## src/rtl/fsm_stim_sequencer.sv

```systemverilog
// fsm_stim_sequencer: programmable pulse-train driver and z response counter
// for single-input pattern-detector FSMs. On an accepted start it drives w with
// n_frames frames of 'period' cycles, w high for the first high_len cycles of
// each frame. It then holds w low for DRAIN_CYC cycles and pulses done.
// z events are counted in RUN and DRAIN. A start with an illegal configuration
// is rejected with a one-cycle err pulse.
// Optional build macro: FSM_SEQ_EDGE_COUNT_EN. When it is defined, z_count
// counts rising edges of z. When it is undefined, z_count counts cycles with z=1.
module fsm_stim_sequencer #(
    parameter int CNT_W     = 4,
    parameter int FRM_W     = 4,
    parameter int Z_W       = 8,
    parameter int DRAIN_CYC = 2
) (
    input  logic             clk,
    input  logic             reset,
    input  logic             start,
    input  logic [CNT_W-1:0] period,
    input  logic [CNT_W-1:0] high_len,
    input  logic [FRM_W-1:0] n_frames,
    input  logic             z,
    output logic             w,
    output logic             busy,
    output logic             done,
    output logic             err,
    output logic [Z_W-1:0]   z_count
);

    localparam int D_W = (DRAIN_CYC < 2) ? 1 : $clog2(DRAIN_CYC);

    typedef enum logic [1:0] {S_IDLE, S_RUN, S_DRAIN, S_DONE} state_t;

    state_t           state_q, state_d;
    logic [CNT_W-1:0] phase_q, phase_d;
    logic [FRM_W-1:0] frame_q, frame_d;
    logic [D_W-1:0]   dcnt_q, dcnt_d;
    logic [CNT_W-1:0] per_q, per_d;
    logic [CNT_W-1:0] hl_q, hl_d;
    logic [FRM_W-1:0] nf_q, nf_d;

    logic             w_d, busy_d, done_d, err_d;
    logic [Z_W-1:0]   zc_d;
    logic             cfg_ok, accept, reject, counting, zinc;

    // The configuration is checked on the live inputs. It only matters in IDLE.
    assign cfg_ok   = (period >= CNT_W'(2)) && (high_len < period) && (n_frames != '0);
    assign accept   = (state_q == S_IDLE) && start && cfg_ok;
    assign reject   = (state_q == S_IDLE) && start && !cfg_ok;
    assign counting = (state_q == S_RUN) || (state_q == S_DRAIN);

`ifdef FSM_SEQ_EDGE_COUNT_EN
    logic zprev_q, zprev_d;
    assign zinc = z & ~zprev_q;

    // Previous-z history is cleared on an accepted start, so a z that is already
    // high in the first RUN cycle counts as one edge.
    always_comb begin
        zprev_d = zprev_q;
        if (accept)
            zprev_d = 1'b0;
        else if (counting)
            zprev_d = z;
    end

    // Register holding z from the previous sampled cycle.
    always_ff @(posedge clk) begin
        if (reset) zprev_q <= 1'b0;
        else       zprev_q <= zprev_d;
    end
`else
    assign zinc = z;
`endif

    // State register.
    always_ff @(posedge clk) begin
        if (reset) state_q <= S_IDLE;
        else       state_q <= state_d;
    end

    // Next-state and sequencing counters. The configuration is latched only on accept.
    always_comb begin
        state_d = state_q;
        phase_d = phase_q;
        frame_d = frame_q;
        dcnt_d  = dcnt_q;
        per_d   = per_q;
        hl_d    = hl_q;
        nf_d    = nf_q;
        case (state_q)
            S_IDLE: begin
                if (accept) begin
                    state_d = S_RUN;
                    per_d   = period;
                    hl_d    = high_len;
                    nf_d    = n_frames;
                    phase_d = '0;
                    frame_d = '0;
                end
            end
            S_RUN: begin
                if (phase_q == per_q - CNT_W'(1)) begin
                    phase_d = '0;
                    if (frame_q == nf_q - FRM_W'(1)) begin
                        state_d = S_DRAIN;
                        frame_d = '0;
                        dcnt_d  = '0;
                    end else begin
                        frame_d = frame_q + FRM_W'(1);
                    end
                end else begin
                    phase_d = phase_q + CNT_W'(1);
                end
            end
            S_DRAIN: begin
                if (dcnt_q == D_W'(DRAIN_CYC - 1))
                    state_d = S_DONE;
                else
                    dcnt_d = dcnt_q + D_W'(1);
            end
            default: state_d = S_IDLE;
        endcase
    end

    // Output next values. They come from the next state, so the registered outputs
    // line up with the state they describe. The z counter saturates instead of wrapping.
    always_comb begin
        w_d    = (state_d == S_RUN) && (phase_d < hl_d);
        busy_d = (state_d == S_RUN) || (state_d == S_DRAIN);
        done_d = (state_d == S_DONE);
        err_d  = reject;
        zc_d   = z_count;
        if (accept)
            zc_d = '0;
        else if (counting && zinc && (z_count != {Z_W{1'b1}}))
            zc_d = z_count + Z_W'(1);
    end

    // Datapath and registered outputs.
    always_ff @(posedge clk) begin
        if (reset) begin
            phase_q <= '0;
            frame_q <= '0;
            dcnt_q  <= '0;
            per_q   <= '0;
            hl_q    <= '0;
            nf_q    <= '0;
            w       <= 1'b0;
            busy    <= 1'b0;
            done    <= 1'b0;
            err     <= 1'b0;
            z_count <= '0;
        end else begin
            phase_q <= phase_d;
            frame_q <= frame_d;
            dcnt_q  <= dcnt_d;
            per_q   <= per_d;
            hl_q    <= hl_d;
            nf_q    <= nf_d;
            w       <= w_d;
            busy    <= busy_d;
            done    <= done_d;
            err     <= err_d;
            z_count <= zc_d;
        end
    end

endmodule

```

## config.mk

```make
export PLATFORM = sky130hd
export DESIGN_NAME = fsm_stim_sequencer
export DESIGN_NICKNAME = d
export VERILOG_FILES = /design/src/rtl/fsm_stim_sequencer.sv
export SDC_FILE = /design/constraint.sdc
export NUM_CORES = 1
export LEC_CHECK = 0
export BUFFER_PORTS_ARGS = -buffer_cell sky130_fd_sc_hd__buf_2
export CORE_UTILIZATION = 45
export CTS_BUF_LIST = sky130_fd_sc_hd__clkbuf_4
export CTS_CLUSTER_DIAMETER = 80
export CTS_CLUSTER_SIZE = 40
export DETAILED_ROUTE_END_ITERATION = 16
export GPL_TIMING_DRIVEN = 0
export PLACE_DENSITY_LB_ADDON = 0.15
export SLEW_MARGIN = 20
export SYNTH_ARGS = -nofsm -noshare
export SYNTH_HDL_FRONTEND = slang
export SYNTH_SLANG_ARGS = --single-unit
```

## constraint.sdc

```tcl
create_clock -name clk -period 7.68 [get_ports clk]
set_clock_uncertainty 0.05 [all_clocks]
set_input_delay 0.768 -clock clk [delete_from_list [all_inputs] [get_ports clk]]
set_output_delay 0.768 -clock clk [all_outputs]
set_load 0.02 [all_outputs]
```

Yosys cells after proc, flatten, opt, wreduce, memory -nomap -nowiden
Cells that the tools add are included.
Operators by class
  multiplexer cells: 18
  bitwise gates (word level): 0
  equal/unequal tests: 11
  divide/modulo/power cells: 0
  add/subtract/negate cells: 6
  shifts and indexed selects: 0
  multiply operators: 0
  $lt $le $gt $ge: 3
  reductions and logical operators: 19
Operators with widths (count)
  4-bit 2-to-1 mux: 7
  4-bit one-hot mux with 2 select lines: 2
  4-bit by 1-bit adder with 4-bit output, second input constant: 2
  8-bit by 1-bit adder with 8-bit output, second input constant: 1
  4-bit == test: 2
  1-bit logical AND: 8
  4-bit less-than comparator: 2
  2-bit 2-to-1 mux: 4
  8-bit inequality test, second input constant: 1
  4-bit by 1-bit subtractor with 4-bit output, second input constant: 2
  2-bit == test, second input constant: 3
  2-bit one-hot mux with 3 select lines: 1
  3-bit AND reduction: 2
  2-bit by 1-bit == test with 1-bit output, second input constant: 2
  4-bit by 2-bit greater-or-equal comparator with 1-bit output, second input constant: 1
  2-bit by 1-bit inequality test with 1-bit output, second input constant: 2
  2-bit nonzero test: 2
  4-bit nonzero test: 1
  1-bit 2-to-1 mux: 3
  2-bit logical NOT: 1
  1-bit logical OR: 2
  2-bit inequality test, second input constant: 1
  1-bit one-hot mux with 2 select lines: 1
  2-bit AND reduction: 1
  3 further kinds: 3
Storage, ports and cells
  memories kept: 0
  memory bits (read-only): 0
  output and inout port bits: 12
  input port bits: 16
  memory bits (writable): 0
  logic and storage cells: 69
  register bits: 35
  latch bits: 0

Logic depth before layout (Yosys ltp)
Gate-level depths: netlist (run 1).
  depth after elaboration: 8
  gate-level depth with buffers: 14
  gate-level depth less buffers: 13

Least setup slack after synthesis (run 1)
OpenSTA, ideal clock, no wires.
  path type: input port to flip-flop
  from: input period[3]
  to: register w
  library setup time: 0.057 ns
  arrival time: 2.928 ns
  data required time: 7.573 ns
  path slack: 4.644 ns
  buffers on the path: 0
  stages on the path: 10
  cells stage by stage: inv_1 ha_1 or4_4 a21oi_4 nor2_1 a2bb2o_1 ha_1 or2_2 a311oi_1 a21o_1
On the way
  word-level cells in the longest chain between the ends: 8
  elaborated cells between the ends (all ways): 14
  those cells by class: order compare: 3; eq/ne: 1; mux: 6; reduce/logical: 4
Ends and longest elaborated chain
  start, declared: line 18  | input logic [CNT_W-1:0] period,
  4-bit by 2-bit greater-or-equal comparator with 1-bit output / 4-bit less-than comparator (equally long branches): line 46  | assign cfg_ok = (period >= CNT_W'(2)) && (high_len < period) && (n_frames != '0);
  1-bit logical AND (*) (2 in series): line 46
  1-bit logical AND (*): line 47  | assign accept = (state_q == S_IDLE) && start && cfg_ok;
  4-bit 2-to-1 mux (*): line 91  | if (accept) begin
  4-bit one-hot mux with 2 select lines (*): line 89  | case (state_q)
  named net phase_d[1]: line 34  | logic [CNT_W-1:0] phase_q, phase_d;
  4-bit less-than comparator (*): line 127  | w_d = (state_d == S_RUN) && (phase_d < hl_d);
  1-bit logical AND (*): line 127
  end signal, assigned: line 159  | w <= w_d;
  end, declared: line 22  | output logic w,
Mark *: on every way through the listed nets, which the timed path passes. The rest lies on a longest branch.
A chain may end at the register's enable or synchronous reset.

Final worst setup path (run 1)
  from: input period[3]
  to: register w
On the way
  word-level cells in the longest chain between the ends: 8
  elaborated cells between the ends (all ways): 14
  those cells by class: order compare: 3; eq/ne: 1; mux: 6; reduce/logical: 4
Ends and longest elaborated chain (line)
  4-bit by 2-bit greater-or-equal comparator with 1-bit output / 4-bit less-than comparator (equally long branches): 46
  1-bit logical AND (*) (2 in series): 46
  1-bit logical AND (*): 47
  4-bit 2-to-1 mux / 2-bit 2-to-1 mux (equally long branches): 91
  4-bit one-hot mux with 2 select lines, or another cell as far along: 89
  4-bit less-than comparator / 2-bit by 1-bit == test with 1-bit output (equally long branches): 127
  1-bit logical AND (*): 127
Mark *: on every way between the ends. The rest lies on a longest branch, timed or not.

==> results.sh, run 1 <==
export IMPL_outcome="complete, no violations"
export IMPL_most_common_cell_after_layout_fill_and_taps_aside="nor2_1"
export IMPL_initial_detailed_routing_violation_count=56
export IMPL_wl_um=3850
export IMPL_antenna_violations_before_repair=0
export IMPL_p_leak_nw=0.947
export IMPL_worstPathArrival_ns=3.23
export IMPL_avgRoutedWirePerCell_um=12.8
export IMPL_boundary_pin_count=28
export IMPL_syn_mean_instance_area_um2=8.79
export IMPL_rsz0062_at_grt="no"
export IMPL_detailedPlace_worstSlack_ns=4.35
export IMPL_synth_ff_type="dfxtp_1"
export IMPL_core_area_mm2=0.00403
export IMPL_tritoncts="built"
export IMPL_gate_count_post_synth=217
export IMPL_area_growth_syn_to_layout_pct=12.9
export IMPL_final_period_util_pct=39.1
export IMPL_hold_path_depth=2
export IMPL_grt_total_usage_pct=18.8
export IMPL_setup_violations=0
export IMPL_clk_path_buf_depth=2
export IMPL_rows=23
export IMPL_route_antenna_remaining_nets=0
export IMPL_first_pass_iters=4
export IMPL_criticalPathCategory="input pin to flop"
export IMPL_vias=1554
export IMPL_critical_path_reg2reg_startpoint="state_q[0]"
export IMPL_h_tree_depth=2
export IMPL_setup_worst_path_start_class="input pin"
export IMPL_tritoncts_num_buffers=5
export IMPL_numPortBuffers=26
export IMPL_share_of_flip_flops_with_an_asynchronous_set_or_reset_after_synthesis_pct=0
export IMPL_postCtsHoldBufs=0
export IMPL_final_hold_violation_count=0
export IMPL_die_area_mm2=0.00450
export IMPL_clock_tree_root="clkbuf_4"
export IMPL_timing_max_cap_violations=0
export IMPL_crit_path_start="period[3]"
export IMPL_wire_length_of_the_first_global_routing_pass_um=6130
export IMPL_layout_common_cells="40 x nor2_1, 35 x dfxtp_1, 28 x buf_2, 18 x ha_1, 13 x inv_1"
export IMPL_maximum_fanout_along_the_worst_path=10
export IMPL_drc=0
export IMPL_layout_setup_ws_ns=4.68
export IMPL_r2r_worst_path_cells=11
export IMPL_reg2reg_setup_slack_ns=4.73
export IMPL_max_slew_worst_pin_slew_ns=0.636
export IMPL_holdPathEnd="frame_q[1]"
export IMPL_gpl_final_weighted_congestion=0.799
export IMPL_die_w_um=67.1
export IMPL_final_setup_tns_ns=0
export IMPL_grt_max_degree=11
export IMPL_pwr_dens_mw_per_mm2=173
export IMPL_num_antenna_cells=0
export IMPL_wp_data_required_ns=7.91
export IMPL_max_slew_margin_rel_pct=57.1
export IMPL_number_of_nets_in_the_layout=284
export IMPL_vdd_drop_max_uv=104
export IMPL_final_max_slew_violation_count=0
export IMPL_maxClockFrequency_ghz=0.333
export IMPL_r2r_end="w"
export IMPL_mappedNetlistNets=251
export IMPL_synth_lib_cells_used_distinct=41
export IMPL_post_cts_setup_buffer_count=0
export IMPL_post_route_min_period_ns=3.00
export IMPL_count_of_flip_flops_with_a_built_in_enable_after_synthesis=0
export IMPL_post_cts_resized_instances=0
export IMPL_initial_core_util_pct=47.3
export IMPL_clock_sinks=35
export IMPL_chipHeight_um=67.1
export IMPL_overflow=0
export IMPL_min_delay_start="frame_q[1]"
export IMPL_yosysWarnings=0
export IMPL_grt_pass1_vias=1397
export IMPL_layout_drive_gt1_share_pct=15.9
export IMPL_synth_ff_latch_count=35
export IMPL_hold_ws_ns=0.466
export IMPL_seq_area_frac_synth_pct=36.7
export IMPL_post_dp_hpwl_um=3000
export IMPL_holdCritPathClass="flop to flop"
export IMPL_clk_insertion_delay_late_ns=0.34
export IMPL_mappedNetlistArea_mm2=0.00191
export IMPL_worstSetupEndpointType="flop"
export IMPL_drt_via_density=5.16
export IMPL_clkSlewWorstSetupHoldPaths_ns=0.10
==> area by class of cell <==
cell class              count  area, µm²
plain buffers               7       36.3
clock buffers               6       45.0
clock inverters             2       7.51
fillers                   406       1880
inverters                  13       48.8
multi-input cells         162       1120
flip-flops and latches     35        701
well taps                  50       62.6
repair buffers             26        130
==> synthesized netlist by cell type (all sizes together), types with 2 or more instances <==
library cell / n / area share (%)
nor2b: 3 / 0.98
o21ai: 5 / 1.3
mux2i: 10 / 5.2
xor2: 8 / 3.7
xnor2: 10 / 4.6
nand4: 2 / 0.66
a21oi: 10 / 3.2
nor3: 10 / 2.6
a211oi: 3 / 1.2
nand3: 5 / 1.3
nand2: 9 / 1.8
dfxtp: 35 / 37
buf: 3 / 1.1
and4: 2 / 0.92
or2: 2 / 0.66
a211o: 2 / 0.92
nor4: 4 / 1.3
inv: 13 / 2.6
o211ai: 2 / 0.79
nand3b: 2 / 0.79
ha: 18 / 12
nor2: 40 / 7.9
clkbuf: 4 / 0.79
==> cell families after synthesis <==
kind of cell | after synthesis | synth area share [%]
multiplexers | 10 | 5.25
AO/OA/AOI/OAI | 30 | 11.0
buffers and inverters | 20 | 4.46
adder cells (fa/ha/maj) | 18 | 11.8
AND/OR/NAND/NOR | 85 | 21.3
XOR/XNOR | 19 | 9.45
flip-flops | 35 | 36.7
==> sequential cells by signal, indices dropped and copies added (netlist names) <==
name	cells
busy	1
dcnt_q	1
done	1
err	1
frame_q	4
hl_q	4
nf_q	4
per_q	4
phase_q	4
state_q	2
w	1
z_count	8
==> report_power, final <==
| part | switching (mW) | internal, mW |
|---|---|---|
| registers | 0.00550 | 0.189 |
| logic | 0.0446 | 0.0337 |
| clock network | 0.0608 | 0.0375 |
| total | 0.111 | 0.261 |
==> worst max path at each step <==
stage	cells after the start	slack, ns	endpoint
2_1_floorplan	10	4.64	w
3_3_place_gp	11	4.35	w
3_5_place_dp	11	4.35	w
4_1_cts	11	4.70	w
5_1_grt	11	4.54	w
6_report	11	4.68	w
==> worst max-delay path: stages <==
cell and delay (ns):
buf_2 0.10, inv_1 0.04, ha_1 0.19, or4_4 0.54
a21oi_4 0.18, buf_6 0.19, mux2i_1 0.29, ha_1 0.27
or2_2 0.27, a311oi_1 0.28, a21o_1 0.11
==> metal layers <==
layer / vias up / routed length (µm) / GRT usage (%)
met5: - / 0 / 0
met4: 0 / 54 / 8.78
met3: 5 / 107 / 4.11
met2: 17 / 1780 / 30.3
met1: 712 / 1910 / 23.6
li1: 820 / - / -
==> metrics by stage <==
step           instance area, µm²  instances  util [%]  power [mW]
2_1_floorplan                1910        217         -       0.257
3_3_place_gp                 2100        293      52.1       0.277
3_5_place_dp                 2100        293      52.1       0.278
4_1_cts                      2150        301      53.4       0.374
5_1_grt                      2150        301      53.4       0.392
6_report                     2150        301      53.4       0.371
No activity file was read; power rests on OpenSTA's default activity.
==> run 2: changes to the inputs <==
--- a/config.mk
+++ b/config.mk
@@ -5,6 +5,7 @@
 export SDC_FILE = /design/constraint.sdc
 export NUM_CORES = 1
 export LEC_CHECK = 0
+export ABC_AREA = 1
 export BUFFER_PORTS_ARGS = -buffer_cell sky130_fd_sc_hd__buf_2
 export CORE_UTILIZATION = 45
 export CTS_BUF_LIST = sky130_fd_sc_hd__clkbuf_4
==> constraint.sdc (replaced) <==
create_clock -name clk -period 3.04 [get_ports clk]
set_clock_uncertainty 0.05 [all_clocks]
set_input_delay 0.304 -clock clk [delete_from_list [all_inputs] [get_ports clk]]
set_output_delay 0.304 -clock clk [all_outputs]
set_load 0.02 [all_outputs]
==> run 2 against run 1 <==
Effect of this change:
- cell count is 14% higher
- sequential share of layout area is 0.81 points lower
- wire length is 3.5% lower
- clock power is 140% higher
- cell area is 2.6% higher
- largest cell class unchanged
- highest routed layer unchanged
==> results.sh, run 2 <==
export IMPL_layout_common_cells="46 x nand2_1, 35 x inv_1, 35 x dfxtp_1, 28 x buf_2, 26 x nor2_1"
export IMPL_mappedNetlistArea_mm2=0.00196
export IMPL_yosysWarnings=0
export IMPL_num_antenna_cells=0
export IMPL_final_setup_tns_ns=0
export IMPL_pwr_dens_mw_per_mm2=427
export IMPL_worstPathArrival_ns=2.45
export IMPL_layout_drive_gt1_share_pct=19.9
export IMPL_core_area_mm2=0.00409
export IMPL_hold_ws_ns=0.160
export IMPL_clock_sinks=35
export IMPL_most_common_cell_after_layout_fill_and_taps_aside="nand2_1"
export IMPL_critical_path_slowest_cell="dfxtp_1"
export IMPL_post_dp_hpwl_um=2810
export IMPL_final_hold_violation_count=0
export IMPL_clk_path_buf_depth=2
export IMPL_first_pass_iters=4
export IMPL_initial_core_util_pct=48.0
export IMPL_number_of_nets_in_the_layout=326
export IMPL_worst_path_buf_inv=3
export IMPL_worstSetupEndpointType="flop"
export IMPL_drt_via_density=4.77
export IMPL_gpl_final_weighted_congestion=0.801
export IMPL_critical_path_cell_chain="inv_2, ha_1, xnor2_1, inv_1, nand2_1, nand2_1, nor2_2, nand2_2, nand2_4, inv_1, nand2_1, nand2_1, ha_1, nand2_1, nand4_1, a21oi_1"
export IMPL_chipHeight_um=68.1
export IMPL_synth_commonest_cells="46 x nand2_1, 35 x dfxtp_1, 35 x inv_1"
export IMPL_clock_tree_root="clkbuf_4"
export IMPL_post_cts_resized_instances=0
export IMPL_h_tree_depth=2
export IMPL_antenna_violations_before_repair=0
export IMPL_largest_register="z_count"
export IMPL_tritoncts="built"
export IMPL_synth_area_leaders="dfxtp_1 36%, ha_1 11%, nand2_1 8.8%"
export IMPL_cp_slowest_stage_delay_ns=0.39
export IMPL_r2r_worst_path_cells=16
export IMPL_critPathTopFamily="simple AND/OR/NAND/NOR gates"
export IMPL_drc=0
export IMPL_layout_filler_cells=417
export IMPL_mappedNetlistNets=292
export IMPL_max_slew_worst_pin_slew_ns=0.516
export IMPL_clkSlewWorstSetupHoldPaths_ns=0.11
export IMPL_initial_detailed_routing_violation_count=54
export IMPL_share_of_flip_flops_with_an_asynchronous_set_or_reset_after_synthesis_pct=0
export IMPL_max_slew_margin_rel_pct=65.6
export IMPL_setup_worst_path_start_class="flop"
export IMPL_synth_area_leader_cell="dfxtp_1"
export IMPL_grt_total_usage_pct=18.8
export IMPL_clk_insertion_delay_late_ns=0.34
export IMPL_synth_lib_cells_used_distinct=27
export IMPL_syn_mean_instance_area_um2=7.61
export IMPL_criticalPathCategory="flop to flop"
export IMPL_route_antenna_remaining_nets=0
export IMPL_count_of_flip_flops_with_a_built_in_enable_after_synthesis=0
export IMPL_maxClockFrequency_ghz=0.449
export IMPL_p_leak_nw=1.11
export IMPL_wp_data_required_ns=3.26
export IMPL_design_power_total_mw=0.942
export IMPL_final_max_slew_violation_count=0
export IMPL_final_period_util_pct=73.3
export IMPL_die_area_mm2=0.00463
export IMPL_gate_count_post_synth=258
export IMPL_post_route_min_period_ns=2.23
export IMPL_grt_pass1_vias=1496
export IMPL_hold_path_depth=2
export IMPL_synth_most_common_cell="nand2_1"
export IMPL_synth_ff_type="dfxtp_1"
export IMPL_maximum_fanout_along_the_worst_path=4
export IMPL_flip_flop_count_of_the_largest_register_all_copies_and_words_added=8
export IMPL_tritoncts_num_buffers=5
export IMPL_overflow=0
export IMPL_critical_path_depth_in_cells=16
export IMPL_rows=23
export IMPL_vdd_drop_max_uv=201
export IMPL_synth_ff_latch_count=35
export IMPL_die_w_um=68.1
export IMPL_boundary_pin_count=28
export IMPL_vias=1631
export IMPL_seq_area_frac_synth_pct=35.7
export IMPL_setup_violations=0
export IMPL_post_cts_setup_buffer_count=0
export IMPL_numPortBuffers=27
export IMPL_path_common_cell="nand2_1"
export IMPL_area_growth_syn_to_layout_pct=12.4
export IMPL_timing_max_cap_violations=0
export IMPL_wire_length_of_the_first_global_routing_pass_um=6420
export IMPL_avgRoutedWirePerCell_um=10.9
export IMPL_holdCritPathClass="input pin to flop"
export IMPL_synth_top_cell_area_share_pct=35.7
export IMPL_postCtsHoldBufs=0
export IMPL_rsz0062_at_grt="no"
export IMPL_wl_um=3720
export IMPL_outcome="complete, no violations"
export IMPL_grt_max_degree=11
[run 2: changes by cell type after synthesis, sizes merged, moves of 8 or more]
cell,change
nand3,+11
a21oi,+9
nor3,-8
inv,+28
nand2,+45
nor2,-11
[run 2: layout make-up]
class	count	area (µm²)	share of cell area [%]
sequential	35	701	31.7
multi-input combinational	179	1100	49.7
tap	50	62.6	2.83
inverter	41	154	6.97
buffer	3	12.5	0.567
clock inverter	2	8.76	0.397
timing repair buffer	27	135	6.12
clock buffer	5	37.5	1.70
[run 2: path summary, 6_finish.rpt]
path | slack (ns) | from | to
setup / recovery | 0.81 | per_q[0] | w
hold / removal | 0.16 | reset | phase_q[3]
setup reg to reg | 0.81 | per_q[0] | w
hold reg to reg | 0.42 | hl_q[0] | hl_q[0]
[run 2: logic make-up after synthesis]
kind of cell	after synthesis	synth area share [%]
AO/OA/AOI/OAI	32	9.31
multiplexers	3	1.53
buffers and inverters	44	8.48
flip-flops	35	35.7
XOR/XNOR	18	8.03
adder cells (fa/ha/maj)	18	11.5
AND/OR/NAND/NOR	108	25.5
[run 2: metrics by stage]
stage                     worst slack, ns  instance area, µm²  utilization, %  instances
after CTS                           0.832                2210            54.0        342
final                               0.812                2210            54.0        342
after global routing                0.578                2210            54.0        342
after detailed placement            0.754                2160            52.9        335
after floorplan                      1.06                1960               -        258
after global placement              0.797                2160            52.9        335
[run 2: worst reg2reg max path, cell delays in order (launching register included)]
cell and delay [ns]:
dfxtp_1 0.39, inv_2 0.06, ha_1 0.20, xnor2_1 0.20, inv_1 0.06, nand2_1 0.06, nand2_1 0.05, nor2_2 0.09
nand2_2 0.08, nand2_4 0.10, inv_1 0.07, nand2_1 0.08, nand2_1 0.06, ha_1 0.30, nand2_1 0.08, nand4_1 0.10
a21oi_1 0.14
[run 2: report_power, final]
group | total [mW] | switching (mW) | internal (mW)
Clock | 0.234 | 0.152 | 0.0819
Combinational | 0.208 | 0.127 | 0.0803
Sequential | 0.500 | 0.0172 | 0.483
[run 2: routing by layer]
| metal | track usage [%] | vias to the layer above | wire [µm] |
|---|---|---|---|
| met2 | 28.1 | 38 | 1550 |
| li1 | - | 879 | - |
| met5 | 0 | - | 0 |
| met3 | 4.00 | 4 | 168 |
| met1 | 25.7 | 710 | 1960 |
| met4 | 8.07 | 0 | 41 |
